## config.mk

```make
export PLATFORM = sky130hd
export DESIGN_NAME = conv_pe_sequencer
export DESIGN_NICKNAME = d
export VERILOG_FILES = /design/src/rtl/conv_pe_sequencer.sv
export SDC_FILE = /design/constraint.sdc
export NUM_CORES = 1
export LEC_CHECK = 0
export BUFFER_PORTS_ARGS = -buffer_cell sky130_fd_sc_hd__buf_2
export CORE_MARGIN = 5
export CORE_UTILIZATION = 40
export CTS_BUF_LIST = sky130_fd_sc_hd__clkbuf_8 sky130_fd_sc_hd__clkbuf_16
export CTS_CLUSTER_DIAMETER = 150
export CTS_CLUSTER_SIZE = 10
export DETAILED_ROUTE_END_ITERATION = 8
export GPL_ROUTABILITY_DRIVEN = 1
export PLACE_DENSITY_LB_ADDON = 0.08
export SKIP_CTS_REPAIR_TIMING = 1
export SYNTH_ARGS = -nofsm -noshare
export SYNTH_HDL_FRONTEND = slang
export SYNTH_SLANG_ARGS = --single-unit
```

## constraint.sdc

```tcl
create_clock -name clk -period 3.5 [get_ports clk]
set_input_delay 0.175 -clock clk [delete_from_list [all_inputs] [get_ports clk]]
set_output_delay 0.175 -clock clk [all_outputs]
set_load 0.03 [all_outputs]
```

## src/rtl/conv_pe_sequencer.sv

```systemverilog
// Sequences channel-group beats of 3x3x8 windows into a convolution PE and
// tracks completed pixels until the layer drains; rejects zero-sized layers.
module conv_pe_sequencer #(
    parameter int CG_W  = 8,
    parameter int PIX_W = 16
) (
    input  logic             clk,
    input  logic             rst,
    input  logic             cfg_start,
    input  logic [CG_W-1:0]  cfg_cin_groups,
    input  logic [PIX_W-1:0] cfg_num_pixels,
    input  logic             win_valid,
    output logic             win_ready,
    output logic             pe_valid,
    output logic             pe_last,
    output logic [CG_W-1:0]  wgt_addr,
    input  logic             pe_result_valid,
    output logic             busy,
    output logic             done,
    output logic             err_cfg,
    output logic [1:0]       dbg_state
);

    typedef enum logic [1:0] {
        S_IDLE  = 2'd0,
        S_RUN   = 2'd1,
        S_DRAIN = 2'd2,
        S_DONE  = 2'd3
    } state_t;

    state_t           state;
    logic [CG_W-1:0]  cin_groups;
    logic [PIX_W-1:0] num_pixels;
    logic [CG_W-1:0]  grp_cnt;
    logic [PIX_W-1:0] pix_cnt;
    logic [PIX_W-1:0] res_cnt;
    logic             err_q;

    logic grp_last;
    logic pix_last;
    logic res_full;
    logic beat;
    logic in_flight;

    // Handshake: a window transfers on any cycle where win_valid and
    // win_ready are both high; win_ready depends only on state, never on
    // win_valid, and a window held valid without ready simply waits.
    assign grp_last  = (grp_cnt == cin_groups - CG_W'(1));
    assign pix_last  = (pix_cnt == num_pixels - PIX_W'(1));
    assign res_full  = (res_cnt == num_pixels);
    assign in_flight = (state == S_RUN) || (state == S_DRAIN);
    assign beat      = win_valid && (state == S_RUN) && !rst;

    assign win_ready = (state == S_RUN) && !rst;
    assign pe_valid  = beat;
    assign pe_last   = beat && grp_last;
    assign wgt_addr  = rst ? '0 : grp_cnt;
    assign busy      = in_flight && !rst;
    assign done      = (state == S_DONE) && !rst;
    assign err_cfg   = err_q && !rst;
    assign dbg_state = state;

    always_ff @(posedge clk) begin
        if (rst) begin
            state      <= S_IDLE;
            cin_groups <= '0;
            num_pixels <= '0;
            grp_cnt    <= '0;
            pix_cnt    <= '0;
            res_cnt    <= '0;
            err_q      <= 1'b0;
        end else begin
            err_q <= 1'b0;
            // Results are counted in RUN as well, so one landing with the
            // final beat is not lost.
            if (pe_result_valid && in_flight && !res_full)
                res_cnt <= res_cnt + PIX_W'(1);
            case (state)
                S_IDLE: begin
                    if (cfg_start) begin
                        if (cfg_cin_groups != '0 && cfg_num_pixels != '0) begin
                            cin_groups <= cfg_cin_groups;
                            num_pixels <= cfg_num_pixels;
                            grp_cnt    <= '0;
                            pix_cnt    <= '0;
                            res_cnt    <= '0;
                            state      <= S_RUN;
                        end else begin
                            err_q <= 1'b1;
                        end
                    end
                end
                S_RUN: begin
                    if (beat) begin
                        if (grp_last) begin
                            grp_cnt <= '0;
                            pix_cnt <= pix_cnt + PIX_W'(1);
                            if (pix_last)
                                state <= S_DRAIN;
                        end else begin
                            grp_cnt <= grp_cnt + CG_W'(1);
                        end
                    end
                end
                S_DRAIN: begin
                    if (res_full)
                        state <= S_DONE;
                end
                S_DONE: begin
                    state <= S_IDLE;
                end
                default: state <= S_IDLE;
            endcase
        end
    end

endmodule

```

==> metrics.md, run 1 <==
| Metric | Value |
|---|---|
| Outcome | finished clean |
| Worst Path Buf+Inv | 1 |
| Post-Syn Instances | 534 |
| Highest achievable clock rate | 323.4 MHz |
| Worst R2R Start | num_pixels[0]$_SDFFE_PP0P_ |
| Startpoint types | register |
| Vias | 3925 |
| I/O pins | 45 |
| Pwr Total | about 2.9 mW |
| Cell area after synthesis | 4323 sq um |
| DRC violations left | 0 |
| DRT met1 WL | 5395 um |
| Clock latency on the worst-skew pair | 360 ps |
| Pwr/cell area | 601.5 nW/um^2 |
| Slew headroom | 29.56% |
| Drt via density | 5.544 |
| Vias in the first global route | 3829 |
| Yosys warning total | 0 |
| Met2 wire length | 5444 um |
| Clk buf depth | 2 |
| Starting Density | 40.41% |
| Seq/Total Area, Yosys | 31.03% |
| Wire length per cell | 16.42 um |
| Hold Vio Cnt, Final | 0 |
| Post-DP HPWL | between 8000 and 9000 um |
| Setup TNS | 0 ps |
| Finished Cell Area | 4828 sq um |
| Routed Antenna Nets | 0 |
| DR pass1 iterations | 5 |
| CTS tree | done |
| Core region area | 10700 sq um |
| Commonest cells after routing, fill and taps aside | dfxtp_1 (67), nor2_1 (64), buf_2 (44), xor2_1 (35), nand2_1 (33) |
| Arrival time at the worst endpoint | 3330 ps |
| Clk sinks | 67 |
| Period utilization | between 80 and 90% |
| Initial antenna violation count | 0 |
| Top Metal Used | met4 |
| Max H-tree Level | 3 |
| Hold_sp | cfg_num_pixels[14] |
| GRT overflow | 0 |
| CP max stage delay | 750 ps |
| Crit path max-delay cell type | nor4b_1 |
| Root Buffer | clkbuf_8 |
| Critical path type | register to register |
| Peak supply drop | 0.2840 mV |
| Worst Path Max Fanout | 8 |
| Seq cells post-synth | 67 |
| Worst slew pin tran | ~1000 ps |
| HP Class | input pin to register |
| Total Nets Final | 603 |
| # port buffers | 44 |
| Syn_nets | about 570 |
| Worst Skew | 9.874 ps |
| Most common cell after layout, fill and taps aside | dfxtp_1 |
| Slew Viols, Final | 0 |
| DP Area | 4627 sq um |
| Largest net degree at the start of global routing | 40 |
| Post-synth EDFFs | 0 |
| Placed cell count | 693 |
| CP cell instances | inv_1 > ha_1 > nor4b_1 > nand2_1 > a211oi_2 > o21ai_1 > or4_4 > o311ai_0 > a21oi_1 |
| Total Routing Usage GR | 18.59% |
| Leakage | 2.014 nW |
| Routed WL | 11620 um |
| Clk slew on worst S/H paths | around 70 ps |
| Crit path from | num_pixels[0]$_SDFFE_PP0P_ |
| Delay-heaviest family, CP | simple AND/OR/NAND/NOR gates |
| Die height | 114.0 um |
| # rows | 38 |
| Full die area | 12990 sq um |
| Max_cap viols | 0 |
| Netlist cell types | 60 |
| Synthesized area per cell | slightly above 8 sq um |
| Final instance count without filler cells | 708 |
| Ratio of cells with drive above 1 in the final layout | about 14% |
| Synthesis-to-layout area growth | 11.69% |
| Diode count | 0 |
| Worst Path Required | between 3000 and 4000 ps |
| GP Congestion | roughly 0.92 |
| Chip Width | 114.0 um |
| Final setup viols | 0 |
| Fin crit period | 3092 ps |
| Most used DFF post-synth | dfxtp_1 |
| RSZ-0062 raised after global routing | no |
| CTS Buf Count | 9 |
| Async SR Flop Fraction | 0% |
| DRT iter0 DRCs | 166 |
| DR WL met3 | 584 um |
| Crit end category | register |
| First-pass GRT wire length | 19440 um |
-- cell families (layout without fill, tap and decap cells) --
kind of cell | after synthesis | after routing | synth area share, %
DFF | 67 | 67 | 31.03
xor gates and xnor gates | 65 | 65 | 13.17
AOI/OAI and AO/OA | 77 | 77 | 12.42
buffers and inverters | 53 | 87 | 5.152
muxes | 29 | 29 | 6.715
adders and majority gates | 10 | 10 | 2.894
and+or+nand+nor | 233 | 233 | 28.63
-- per-stage QoR --
stage               util (%)  hold slack [ps]  setup slack, ps
floorplan                  -            301.3            674.6
global placement       43.25            422.9            588.8
detailed placement     43.25            433.4            509.4
CTS                    45.13            57.54            399.8
global route           45.13            74.37            177.6
finish                 45.13            69.54            407.9
-- synth_stat cells (3+ instances only) --
master | count | share of area (%)
nand2_1 | 33 | 2.9
nor3_1 | 19 | 2.2
o211ai_1 | 3 | 0.52
mux2i_1 | 29 | 6.7
nor4_1 | 15 | 2.2
and2_1 | 5 | 0.72
a21oi_1 | 16 | 1.9
a31oi_1 | 4 | 0.58
nand4b_1 | 3 | 0.61
or3_1 | 7 | 1.0
xor2_1 | 35 | 7.1
inv_1 | 21 | 1.8
nand4_1 | 18 | 2.6
nand2b_1 | 8 | 1.2
clkbuf_1 | 24 | 2.1
buf_1 | 3 | 0.26
o21a_1 | 5 | 0.87
nor2_1 | 64 | 5.6
nand3_1 | 12 | 1.4
nor2b_1 | 12 | 1.7
o31ai_1 | 6 | 1.0
or2_2 | 7 | 1.0
a211oi_1 | 4 | 0.69
dfxtp_1 | 67 | 31
a2111oi_0 | 5 | 1.0
and4_1 | 4 | 0.81
or4_1 | 6 | 1.0
and3_1 | 9 | 1.3
ha_1 | 10 | 2.9
xnor2_1 | 30 | 6.1
o21ai_0 | 11 | 1.3
-- layer usage --
| layer | up-vias | GRT usage (%) |
|---|---|---|
| met5 | - | 0 |
| met4 | 0 | 6.097 |
| met3 | 16 | 3.820 |
| met2 | 91 | 30.05 |
| met1 | 1854 | 24.77 |
| li1 | 1964 | - |
-- report_power, final --
group | total, mW | switching (mW) | internal (mW)
clock | 0.669 | 0.307 | 0.362
sequential | 0.978 | 0.142 | 0.836
combinational | 1.26 | 0.756 | 0.500
-- path summary, 6_finish.rpt --
kind                            depth (start not counted)                          end  slack (ps)
worst max register to register                          9    dbg_state[0]$_SDFFE_PP0P_         410
worst max-delay path                                    9    dbg_state[0]$_SDFFE_PP0P_         410
worst min register to register                          2     pix_cnt[10]$_SDFFE_PP0P_         520
worst min-delay path                                    3  num_pixels[14]$_SDFFE_PP0P_          70
-- registers in the layout (all words and copies together), names as in the netlist --
register and count:
grp_cnt 8, cin_groups 8, res_cnt 16, num_pixels 16
err_q 1, pix_cnt 16, dbg_state 2
-- final cells by class --
type / instances / area (sq um)
tap: 140 / 175.2
timing repair buffer: 51 / 272.8
clock inverter: 4 / 50.05
sequential: 67 / 1341
inverter: 21 / 78.83
clock buffer: 11 / 151.4
multi-input combinational: 414 / 2759
fill: 1103 / 5869
-- worst min-delay path: stages --
cell	delay, ps
buf_2	90
mux2i_1	60
nor2_1	70
Note: power is estimated with default switching activity, not from simulation.
==> run 2, diff against run 1 <==
--- a/config.mk
+++ b/config.mk
@@ -5,13 +5,13 @@
 export SDC_FILE = /design/constraint.sdc
 export NUM_CORES = 1
 export LEC_CHECK = 0
-export BUFFER_PORTS_ARGS = -buffer_cell sky130_fd_sc_hd__buf_2
 export CORE_MARGIN = 5
 export CORE_UTILIZATION = 40
 export CTS_BUF_LIST = sky130_fd_sc_hd__clkbuf_8 sky130_fd_sc_hd__clkbuf_16
 export CTS_CLUSTER_DIAMETER = 150
 export CTS_CLUSTER_SIZE = 10
 export DETAILED_ROUTE_END_ITERATION = 8
+export DONT_BUFFER_PORTS = 1
 export GPL_ROUTABILITY_DRIVEN = 1
 export PLACE_DENSITY_LB_ADDON = 0.08
 export SKIP_CTS_REPAIR_TIMING = 1
==> metrics.md, run 2 (synthesis gave the netlist of run 1 again) <==
| Metric | Value |
|---|---|
| Outcome | finished clean |
| RSZ-0062 raised after global routing | no |
| Core region area | 10700 sq um |
| Leakage | between 1.5 and 2 nW |
| Total Routing Usage GR | 18.69% |
| Routed Antenna Nets | 0 |
| Clk sinks | 67 |
| Crit end category | register |
| CTS Buf Count | 9 |
| Initial antenna violation count | 0 |
| Clock latency on the worst-skew pair | roughly 370 ps |
| Critical path type | register to register |
| Setup TNS | 0 ps |
| Highest achievable clock rate | 320.9 MHz |
| Placed cell count | 649 |
| Fin crit period | 3116 ps |
| Grt met2 use | 29.74% |
| Final instance count without filler cells | 691 |
| Ratio of cells with drive above 1 in the final layout | 6.897% |
| Pwr/cell area | ~600 nW/um^2 |
| CP max stage delay | just under 800 ps |
| Hold Vio Cnt, Final | 0 |
| Worst Path Max Fanout | 8 |
| Routing usage on met3 | roughly 5.0% |
| Drt via density | 5.556 |
| Largest registers | num_pixels (16), pix_cnt (16), res_cnt (16) |
| Fill cell count | ~1.1k |
| Final core occ | a little under half |
| Full die area | 12990 sq um |
| Worst slew pin tran | 956.7 ps |
| Max H-tree Level | 3 |
| Slew Viols, Final | 0 |
| Total Nets Final | 585 |
| DRC violations left | 0 |
| Slew headroom | 35.32% |
| DRT iter0 DRCs | approximately 150 |
| Vias in the first global route | 3706 |
| Most common cell after layout, fill and taps aside | dfxtp_1 |
| Chip Width | 114.0 um |
| Vias | 3839 |
| # rows | 38 |
| Crit path max-delay cell type | nor4b_1 |
| Period utilization | 89.04% |
| Clk buf depth | 2 |
| Worst Skew | 11.06 ps |
| Post-DP HPWL | approximately 8900 um |
| CTS tree | done |
| GP Congestion | ~0.90 |
| Commonest cells after routing, fill and taps aside | dfxtp_1 (67), nor2_1 (64), xor2_1 (35), nand2_1 (33), xnor2_1 (30) |
| Busiest grt layer | met2 |
| Met1 Track Usage GR | between 20% and 30% |
| HP Class | input pin to register |
| Starting Density | 40.41% |
| # port buffers | 0 |
| Wire length per cell | 17.32 um |
| Startpoint types | register |
| Delay-heaviest family, CP | simple AND/OR/NAND/NOR gates |
| Die height | 114.0 um |
| Max_cap viols | 0 |
| Peak supply drop | 0.3006 mV |
| Largest net degree at the start of global routing | 40 |
| DR pass1 iterations | 4 |
| Clk slew on worst S/H paths | approximately 80 ps |
| Root Buffer | clkbuf_8 |
| Routed WL | 11970 um |
| CP cell instances | inv_1 > ha_1 > nor4b_1 > nand2_1 > a211oi_2 > o21ai_1 > or4_4 > o311ai_0 > a21oi_1 |
| Arrival time at the worst endpoint | 3360 ps |
| Hold_ws | 67.04 ps |
| First-pass GRT wire length | 19060 um |
| GRT overflow | 0 |
| I/O pins | 45 |
| Synthesis-to-layout area growth | 12.88% |
| Final setup viols | 0 |
| Diode count | 0 |
| Worst Path Required | between 3000 and 4000 ps |
| Worst Path Buf+Inv | 1 |
[run 2: cell count changes in the layout (fill, tap and decap cells not counted)]
cell           before  now
buf_2              44    0
inv_6               0    1
inv_1              21   22
clkinvlp_4          2    0
clkbuf_8           11   10
buf_12              0    1
clkinv_4            0    2
dlygate4sd3_1       0   25
[run 2: per-stage QoR]
step	setup slack (ps)	total power [mW]	area [sq um]
global route	147.8	3.120	4880
global placement	546.0	2.212	4407
detailed placement	468.1	2.217	4407
floorplan	674.6	1.937	4323
CTS	438.1	2.894	4609
finish	383.6	2.910	4880
[run 2: layout make-up]
| type | count | area, sq um | area share (%) |
|---|---|---|---|
| tap | 140 | 175.2 | 3.590 |
| clock buffer | 10 | 137.6 | 2.821 |
| timing repair buffer | 33 | 322.8 | 6.615 |
| sequential | 67 | 1341 | 27.49 |
| multi-input combinational | 414 | 2759 | 56.54 |
| inverter | 21 | 78.83 | 1.615 |
| clock inverter | 6 | 65.06 | 1.333 |
[run 2: power by group]
part / internal, mW / switching, mW
sequential: 0.836 / 0.152
combinational: 0.508 / 0.743
clock: 0.349 / 0.321
total: 1.69 / 1.22
[run 2: worst reg2reg max path, stage by stage, from the launching register on]
cell	delay, ps
dfxtp_1	390
inv_1	90
ha_1	200
nor4b_1	790
nand2_1	170
a211oi_2	280
o21ai_1	100
or4_4	560
o311ai_0	340
a21oi_1	70
[run 2: worst paths after layout]
path | startpoint | to | slack (ps) | depth (start not counted)
worst max register to register | num_pixels[0]$_SDFFE_PP0P_ | dbg_state[0]$_SDFFE_PP0P_ | 380 | 9
worst min register to register | res_cnt[6]$_SDFF_PP0_ | res_cnt[6]$_SDFF_PP0_ | 530 | 2
worst min-delay path | rst | cin_groups[7]$_SDFFE_PP0P_ | 70 | 2
worst max-delay path | num_pixels[0]$_SDFFE_PP0P_ | dbg_state[0]$_SDFFE_PP0P_ | 380 | 9
[run 2: routing by layer]
metal	vias up	share of wire [%]
met1	1816	47
met3	15	4.7
met5	-	0
li1	1924	-
met2	84	47
met4	0	1.4
